<file path="src/rtl/cva6_mem_tid_tracker.sv">
// Memory-side transaction-ID allocator/tracker with flush drain and unexpected-response detection.
// Optional per-entry age timeout enabled by defining CVA6_MEM_TID_TIMEOUT_EN.
module cva6_mem_tid_tracker #(
  parameter int unsigned TidWidth      = 4,
  parameter int unsigned NrOutstanding = 8,
  parameter int unsigned TimeoutCycles = 1024
) (
  input  logic                                 clk_i,
  input  logic                                 rst_ni,
  input  logic                                 req_valid_i,
  output logic                                 req_ready_o,
  output logic [TidWidth-1:0]                  req_tid_o,
  input  logic                                 resp_valid_i,
  input  logic [TidWidth-1:0]                  resp_tid_i,
  input  logic                                 resp_last_i,
  output logic                                 resp_ready_o,
  input  logic                                 flush_i,
  output logic                                 flush_done_o,
  output logic [$clog2(NrOutstanding+1)-1:0]   outstanding_o,
  output logic                                 err_unexpected_o,
  output logic [TidWidth-1:0]                  err_tid_o,
  output logic                                 timeout_o
);

  localparam int unsigned NrTids   = 1 << TidWidth;
  localparam int unsigned CntWidth = $clog2(NrOutstanding + 1);

  if (NrOutstanding > NrTids || NrOutstanding == 0 || TimeoutCycles == 0) begin : gen_bad_cfg
    $error("cva6_mem_tid_tracker: NrOutstanding must be in [1, 2**TidWidth] and TimeoutCycles > 0");
  end

  typedef enum logic [1:0] {
    IDLE,
    DRAIN,
    DONE
  } state_e;

  state_e                   state_reg, state_next;
  logic [NrOutstanding-1:0] busy_reg, busy_next;
  logic [NrTids-1:0]        busy_ext;
  logic [CntWidth-1:0]      count_reg, count_next;
  logic [TidWidth-1:0]      alloc_tid;
  logic                     full, alloc, free, resp_last, err_next;
  logic                     err_unexpected_reg;
  logic [TidWidth-1:0]      err_tid_reg;
  logic                     timeout_fire;
  logic [TidWidth-1:0]      timeout_tid;

  genvar gi;

  // Zero-extended view so any resp_tid_i indexes safely; IDs past NrOutstanding read as free.
  assign busy_ext = NrTids'(busy_reg);

  always_comb begin
    alloc_tid = '0;
    for (int i = int'(NrOutstanding) - 1; i >= 0; i--) begin
      if (!busy_reg[i]) alloc_tid = TidWidth'(i);
    end
  end

  assign full         = (count_reg == CntWidth'(NrOutstanding));
  assign req_ready_o  = (state_reg == IDLE) && !full;
  assign req_tid_o    = alloc_tid;
  assign alloc        = req_valid_i && req_ready_o;
  assign resp_last    = resp_valid_i && resp_last_i;
  assign free         = resp_last && busy_ext[resp_tid_i];
  assign err_next     = resp_last && !busy_ext[resp_tid_i];
  assign resp_ready_o = 1'b1;

  // Allocation picks from the pre-edge bitmap, so a freed ID is never reissued in the same cycle.
  for (gi = 0; gi < NrOutstanding; gi++) begin : gen_busy
    assign busy_next[gi] = (busy_reg[gi] || (alloc && alloc_tid == TidWidth'(gi)))
                           && !(free && resp_tid_i == TidWidth'(gi));
  end

  always_comb begin
    count_next = count_reg;
    if (alloc && !free) begin
      count_next = count_reg + 1'b1;
    end else if (free && !alloc) begin
      count_next = count_reg - 1'b1;
    end
  end

  always_comb begin
    state_next = state_reg;
    case (state_reg)
      IDLE:    if (flush_i) state_next = DRAIN;
      DRAIN:   if (count_reg == '0) state_next = DONE;
      DONE:    state_next = IDLE;
      default: state_next = IDLE;
    endcase
  end

`ifdef CVA6_MEM_TID_TIMEOUT_EN
  localparam int unsigned AgeWidth = (TimeoutCycles > 1) ? $clog2(TimeoutCycles) : 1;
  localparam logic [AgeWidth-1:0] AgeMax = AgeWidth'(TimeoutCycles - 1);

  logic [NrOutstanding-1:0] timed_out, report_onehot;

  for (gi = 0; gi < NrOutstanding; gi++) begin : gen_age
    logic [AgeWidth-1:0] age_reg;
    logic                reported_reg;

    always_ff @(posedge clk_i or negedge rst_ni) begin
      if (!rst_ni) begin
        age_reg      <= '0;
        reported_reg <= 1'b0;
      end else if (alloc && alloc_tid == TidWidth'(gi)) begin
        age_reg      <= '0;
        reported_reg <= 1'b0;
      end else if (busy_reg[gi]) begin
        if (age_reg != AgeMax) age_reg <= age_reg + 1'b1;
        if (report_onehot[gi]) reported_reg <= 1'b1;
      end
    end

    assign timed_out[gi] = busy_reg[gi] && (age_reg == AgeMax) && !reported_reg;
  end

  // Only the lowest pending timeout is reported each cycle; the rest wait their turn.
  assign report_onehot = timed_out & (~timed_out + 1'b1);
  assign timeout_fire  = |timed_out;

  always_comb begin
    timeout_tid = '0;
    for (int i = int'(NrOutstanding) - 1; i >= 0; i--) begin
      if (timed_out[i]) timeout_tid = TidWidth'(i);
    end
  end
`else
  assign timeout_fire = 1'b0;
  assign timeout_tid  = '0;
`endif

  always_ff @(posedge clk_i or negedge rst_ni) begin
    if (!rst_ni) begin
      state_reg          <= IDLE;
      busy_reg           <= '0;
      count_reg          <= '0;
      err_unexpected_reg <= 1'b0;
      err_tid_reg        <= '0;
    end else begin
      state_reg          <= state_next;
      busy_reg           <= busy_next;
      count_reg          <= count_next;
      err_unexpected_reg <= err_next;
      // An unexpected response takes the error-ID register over a concurrent timeout report.
      if (err_next) begin
        err_tid_reg <= resp_tid_i;
      end else if (timeout_fire) begin
        err_tid_reg <= timeout_tid;
      end
    end
  end

  assign flush_done_o     = (state_reg == DONE);
  assign outstanding_o    = count_reg;
  assign err_unexpected_o = err_unexpected_reg;
  assign err_tid_o        = err_tid_reg;
  assign timeout_o        = timeout_fire;

  a_no_alloc_full: assert property (@(posedge clk_i) disable iff (!rst_ni) !(alloc && full));
  a_no_free_empty: assert property (@(posedge clk_i) disable iff (!rst_ni)
                                    !(free && !alloc && count_reg == '0));

endmodule

</file>
<file path="config.mk">
export PLATFORM = sky130hd
export DESIGN_NAME = cva6_mem_tid_tracker
export DESIGN_NICKNAME = d
export VERILOG_FILES = /design/src/rtl/cva6_mem_tid_tracker.sv
export SDC_FILE = /design/constraint.sdc
export NUM_CORES = 1
export LEC_CHECK = 0
export BUFFER_PORTS_ARGS = -buffer_cell sky130_fd_sc_hd__buf_2
export CAP_MARGIN = 40
export CORE_ASPECT_RATIO = 1.75
export CORE_MARGIN = 2
export CORE_UTILIZATION = 25
export CTS_CLUSTER_SIZE = 12
export DETAILED_ROUTE_END_ITERATION = 6
export MAX_ROUTING_LAYER = met4
export SYNTH_ARGS = -nofsm -noshare
export SYNTH_HDL_FRONTEND = slang
export SYNTH_SLANG_ARGS = --single-unit
</file>
<file path="constraint.sdc">
create_clock -name clk_i -period 3.3 [get_ports clk_i]
set_clock_uncertainty 0.05 [all_clocks]
set_input_delay 0.33 -clock clk_i [delete_from_list [all_inputs] [get_ports clk_i]]
set_output_delay 0.33 -clock clk_i [all_outputs]
set_load 0.05 [all_outputs]
</file>
-- Word-level counts from Yosys, hierarchy flattened
Index checks and enable logic that the tools add are counted.
- input port bits: 10
- flip-flop bits (word level): 19
- output and inout port bits: 17
- word-level logic and storage cells: 99
- reduce and logical (&&, ||, !) cells: 57
- eq/ne operators: 19
- $add $sub $neg: 2
- multiplexer cells: 15
- $lt $le $gt $ge: 1
- operators by type and width (cell ; number):
    4-bit by 3-bit equality test with 1-bit output (second input constant) ; 8
    1-bit logical AND ; 31
    4-bit two-way mux ; 7
    4-bit by 2-bit equality test with 1-bit output (second input constant) ; 4
    1-bit logical NOT ; 12
    4-bit logical NOT ; 3
    3-bit two-way mux ; 3
    4-bit by 1-bit equality test with 1-bit output (second input constant) ; 2
    1-bit logical OR ; 8
    4-bit by 5-bit less-than comparator with 1-bit output (second input constant) ; 1
    4-bit by 1-bit adder with 4-bit output (second input constant) ; 1
    1-bit binary-select mux with 4-bit select ; 1
    4-bit equality test (second input constant) ; 1
    2-bit two-way mux ; 2
    2-bit inequality test (second input constant) ; 2
    2-bit one-hot mux with 2 select lines ; 1
    4-bit by 1-bit subtractor with 4-bit output (second input constant) ; 1
    2-bit by 1-bit equality test with 1-bit output (second input constant) ; 1
    2-bit equality test (second input constant) ; 1
    2-bit logical NOT ; 1
    2-bit AND reduction ; 1
    2-bit nonzero test ; 1
    1-bit two-way mux ; 1

-- Depth between registers and ports, before layout
- depth after elaboration: 12
- gate-level depth with buffers: 11
- depth with buffers taken out: 10

-- Worst setup path before layout
OpenSTA, ideal clock, no wires.
- path type: flip-flop to flip-flop
- start: reg count_reg[0] (netlist: outstanding_o[0])
- end: reg count_reg[3] (netlist: outstanding_o[3])
- buffers on the path: 0
- period minus slack after synthesis: 2.624 ns
- arrival: 2.432 ns
- path slack: 0.676 ns
- stages on the path, launching flop included: 10
- data required time: 3.108 ns
- setup time: 0.142 ns
- path through: dfrtp_1 > nor4b_1 > nor4b_2 > ha_1 > inv_1 > ha_1 > a21o_1 > a21oi_1 > mux2i_1 > xnor2_1
- longest elaborated chain between the ends: 7
- elaborated cells on any way between the ends: 12
- those cells by class: 2 x add/sub; 1 x eq/ne; 2 x mux; 7 x reduce/logical
- RTL lines (element ; RTL line ; source):
    start: declaration ; 41 ; logic [CntWidth-1:0] count_reg, count_next;
    start signal: assignment ; 146 ; count_reg <= count_next;
    parallel branches: the longest is 7 deep, another holds 4-bit by 1-bit subtractor with 4-bit output ; n/a ;
Several ways; the timed one is not identified. The select of a mux whose other input is x is not followed.
A chain may end at the register's enable or synchronous reset.

-- Worst setup path in the final report
- start: reg busy_reg[1]
- end: reg count_reg[3] (netlist: outstanding_o[3])
- longest elaborated chain between the ends: 6
- elaborated cells on any way between the ends: 8
- those cells by class: 3 x mux; 5 x reduce/logical
- RTL lines (element ; RTL line ; source):
    start: declaration ; 39 ; logic [NrOutstanding-1:0] busy_reg, busy_next;
    start signal: assignment ; 145 ; busy_reg <= busy_next;
    1-bit binary-select mux with 4-bit select (*) ; 66 ; assign free = resp_last && busy_ext[resp_tid_i];
    1-bit two-way mux (implied by the code) (*) ; 66 ;
    1-bit logical AND (*) ; 66 ;
    1-bit logical NOT ; 78 ; if (alloc && !free) begin
    1-bit logical AND ; 78 ;
    4-bit two-way mux or 2-bit nonzero test (tied branches) ; n/a ;
Every way passes the cells marked *; elsewhere a longest branch is shown, timed or not. The select of a mux whose other input is x is not followed.

==> metrics.txt <==
Core ar.=roughly 4300 um^2; GPL Wtd Cong=0.856; crit-path leading delay family=multiplexers; total CTS buffers=3; # rows=32; total area of sequential cells=~480 um^2; min cycle time layout=about 2.7 ns; Ys Warns=0; Die H=between 90 and 100 um; io pins=27; cell internal pwr=between 0.0006 and 0.0007 W; crit share post-route=0.818; Comb power frac=0.531; GRT Total Usage=0.122; setup TNS=0 ns; Final Hold Viols=0; EDFF count, synth=0; setup violators final=0; reg-to-reg slack, setup=around 0.6 ns; critical path arrival=2.84 ns; Async SR Flop Fraction=1.00; sw power=about 0.00069 W; mapped cell area=between 1000 and 1500 um^2; Fill cells=roughly 480; FMAX=371 MHz; largest net degree at the start of global routing=20; drt wl/cell=14.4 um; CP Data Required Time=roughly 3.4 ns; Slew HR=0.588; CTS tree=built; placed instance area=1240 um^2; die area=~5000 um^2; Worst Hold Depth=3; final setup margin=approximately 0.6 ns; Crit Path Max Fanout=9; pre-CTS WS=0.548 ns; H-tree depth=1; CP endpoint kind=flop; most common cell after layout, fill and taps aside=buf_2; DRT iter0 DRCs=21; Critical Path, Cell by Cell=mux4_2 -> mux2i_4 -> or3_1 -> ha_1 -> inv_1 -> ha_1 -> a21o_1 -> a21oi_1 -> mux2i_1 -> xnor2_1; top layer in use=met4; post-DP HPWL=2020 um; DRT Wirelength=2600 um; max reg flops=8; most frequent CP cell=ha_1; clock slew at reported path FFs=roughly 0.070 ns; Netlist cell types=40; sequential-to-total area share from yosys stat=0.430; vias=901; # diodes=0; most frequent cells in the layout=buf_2, dfrtp_1, o21ai_0; footprint of the multi-input gates=around 570 um^2; TritonCTS Sinks=19; Post-route DRC=0; run status=complete, no violations; CTS Root Cell=clkbuf_8; RSZ-0062 raised after global routing=no; startpoint types=flop; Seq pwr share=0.343; # hold bufs at CTS=1; Final Slew Violations=0; kind of critical path=flop to flop; worst-margin pin slew=a little over 0.6 ns; routed wl met3=about 83 um; RR Endpoint=outstanding_o[3]$_DFFE_PN0P_; R2R cell count=10; worst hold-check path type=input port to flop; initial antenna violation count=0; Static Leak=0.569 nW; DR WL met2=around 1500 um; Avg Inst Size Synth=between 10 and 15 um^2; Worst Path Buf+Inv=1; clock buffer depth=2; Final Core Density=0.300; Worst-Skew Late Latency=~0.26 ns; worst min-delay path startpoint=flush_i; global-route wire length before repair=4350 um; Final ANT Viol Nets=0; Post-Synthesis Cells=~110; clock network fraction of total power=0.126; die width=54.3 um; Layout area overhead=17.4%; I/O Buffers=23; share of cells above drive strength 1=0.264; RR Startpoint=busy_reg[1]$_DFF_PN0_; postcts setup bufs=0; Initial Utilization=0.255; Switching Share=0.518; synthesis-stage register bit count=19; cts repair resizes=0; Post-Layout Inst Area=1300 um^2; nets=around 140; Worst path slowest cell=mux4_2; Top FF cell, synth=dfrtp_1; Vias/cell=approximately 5; wl on met1=a little under 1000 um; PwrDens=just over 1000 nW/um^2; slowest stage delay, CP=0.52 ns; First-pass DRT Iterations=4; gr ovfl total=0; Hold Path Sink=state_reg[0]$_DFFE_PN0P_; maximum VDD drop=about 600 uV; vias in the first global route=approximately 900; total of max-cap violations=0
[layer usage]
layer  up-vias  track usage
met1       436        0.131
li1        423            -
met4         0       0.0688
met5         -            -
met3         9      0.00977
met2        33        0.207
[synthesized netlist by cell type (all sizes together) (3+ instances only)]
library cell / n / share of area
buf: 5 / 0.041
dfrtp: 19 / 0.43
ha: 3 / 0.034
inv: 5 / 0.017
mux2: 4 / 0.041
nand2: 8 / 0.027
nand2b: 3 / 0.017
nand3: 3 / 0.014
nor2: 5 / 0.017
o21ai: 14 / 0.063
xnor2: 3 / 0.024
[final cells by class]
class,instances,area share
clock buffer,4,0.0347
multi-input combinational,77,0.439
inverter,5,0.0145
timing repair buffer,24,0.0964
tap,51,0.0492
sequential,19,0.366
[tightest hold or removal path, delay by kind of cell]
family	cells	cell delay (ns)
buffers and inverters	1	0.10
and+or+nand+nor	1	0.08
AOI/OAI and AO/OA	1	0.06
[worst max-delay path by stage]
stage / to / start / slack [ns] / cells after the start
2_1_floorplan: outstanding_o[3]$_DFFE_PN0P_ / outstanding_o[0]$_DFFE_PN0P_ / 0.68 / 9
3_3_place_gp: outstanding_o[3]$_DFFE_PN0P_ / resp_tid_i[1] / 0.62 / 11
3_5_place_dp: outstanding_o[3]$_DFFE_PN0P_ / resp_tid_i[1] / 0.55 / 11
4_1_cts: outstanding_o[3]$_DFFE_PN0P_ / busy_reg[1]$_DFF_PN0_ / 0.60 / 10
5_1_grt: outstanding_o[3]$_DFFE_PN0P_ / busy_reg[0]$_DFF_PN0_ / 0.42 / 10
6_report: outstanding_o[3]$_DFFE_PN0P_ / busy_reg[1]$_DFF_PN0_ / 0.60 / 10
[power groups by stage]
stage	logic (W)	registers (W)	clock network [W]
after global routing	0.000766	0.000469	0.000175
after CTS	0.000713	0.000452	0.000172
after detailed placement	0.000709	0.000457	0
after floorplan	0.000455	0.000546	0
final	0.000704	0.000455	0.000167
after global placement	0.000707	0.000457	0
[per-stage QoR]
stage / instances / total power (W) / hold slack [ns]
6_report: 180 / 0.00133 / 0.304
3_3_place_gp: 175 / 0.00116 / 0.248
4_1_cts: 180 / 0.00134 / 0.297
2_1_floorplan: 106 / 0.00100 / -0.0156
5_1_grt: 180 / 0.00141 / 0.308
3_5_place_dp: 175 / 0.00117 / 0.246
[cell families after synthesis]
group	share of synthesized area
mux	0.111
fa+ha+maj	0.0521
xor+xnor	0.0238
flops	0.430
simple gates	0.182
other cells	0.00680
buf+inv	0.0578
compound gates	0.136
No activity file was read; power rests on OpenSTA's default activity.
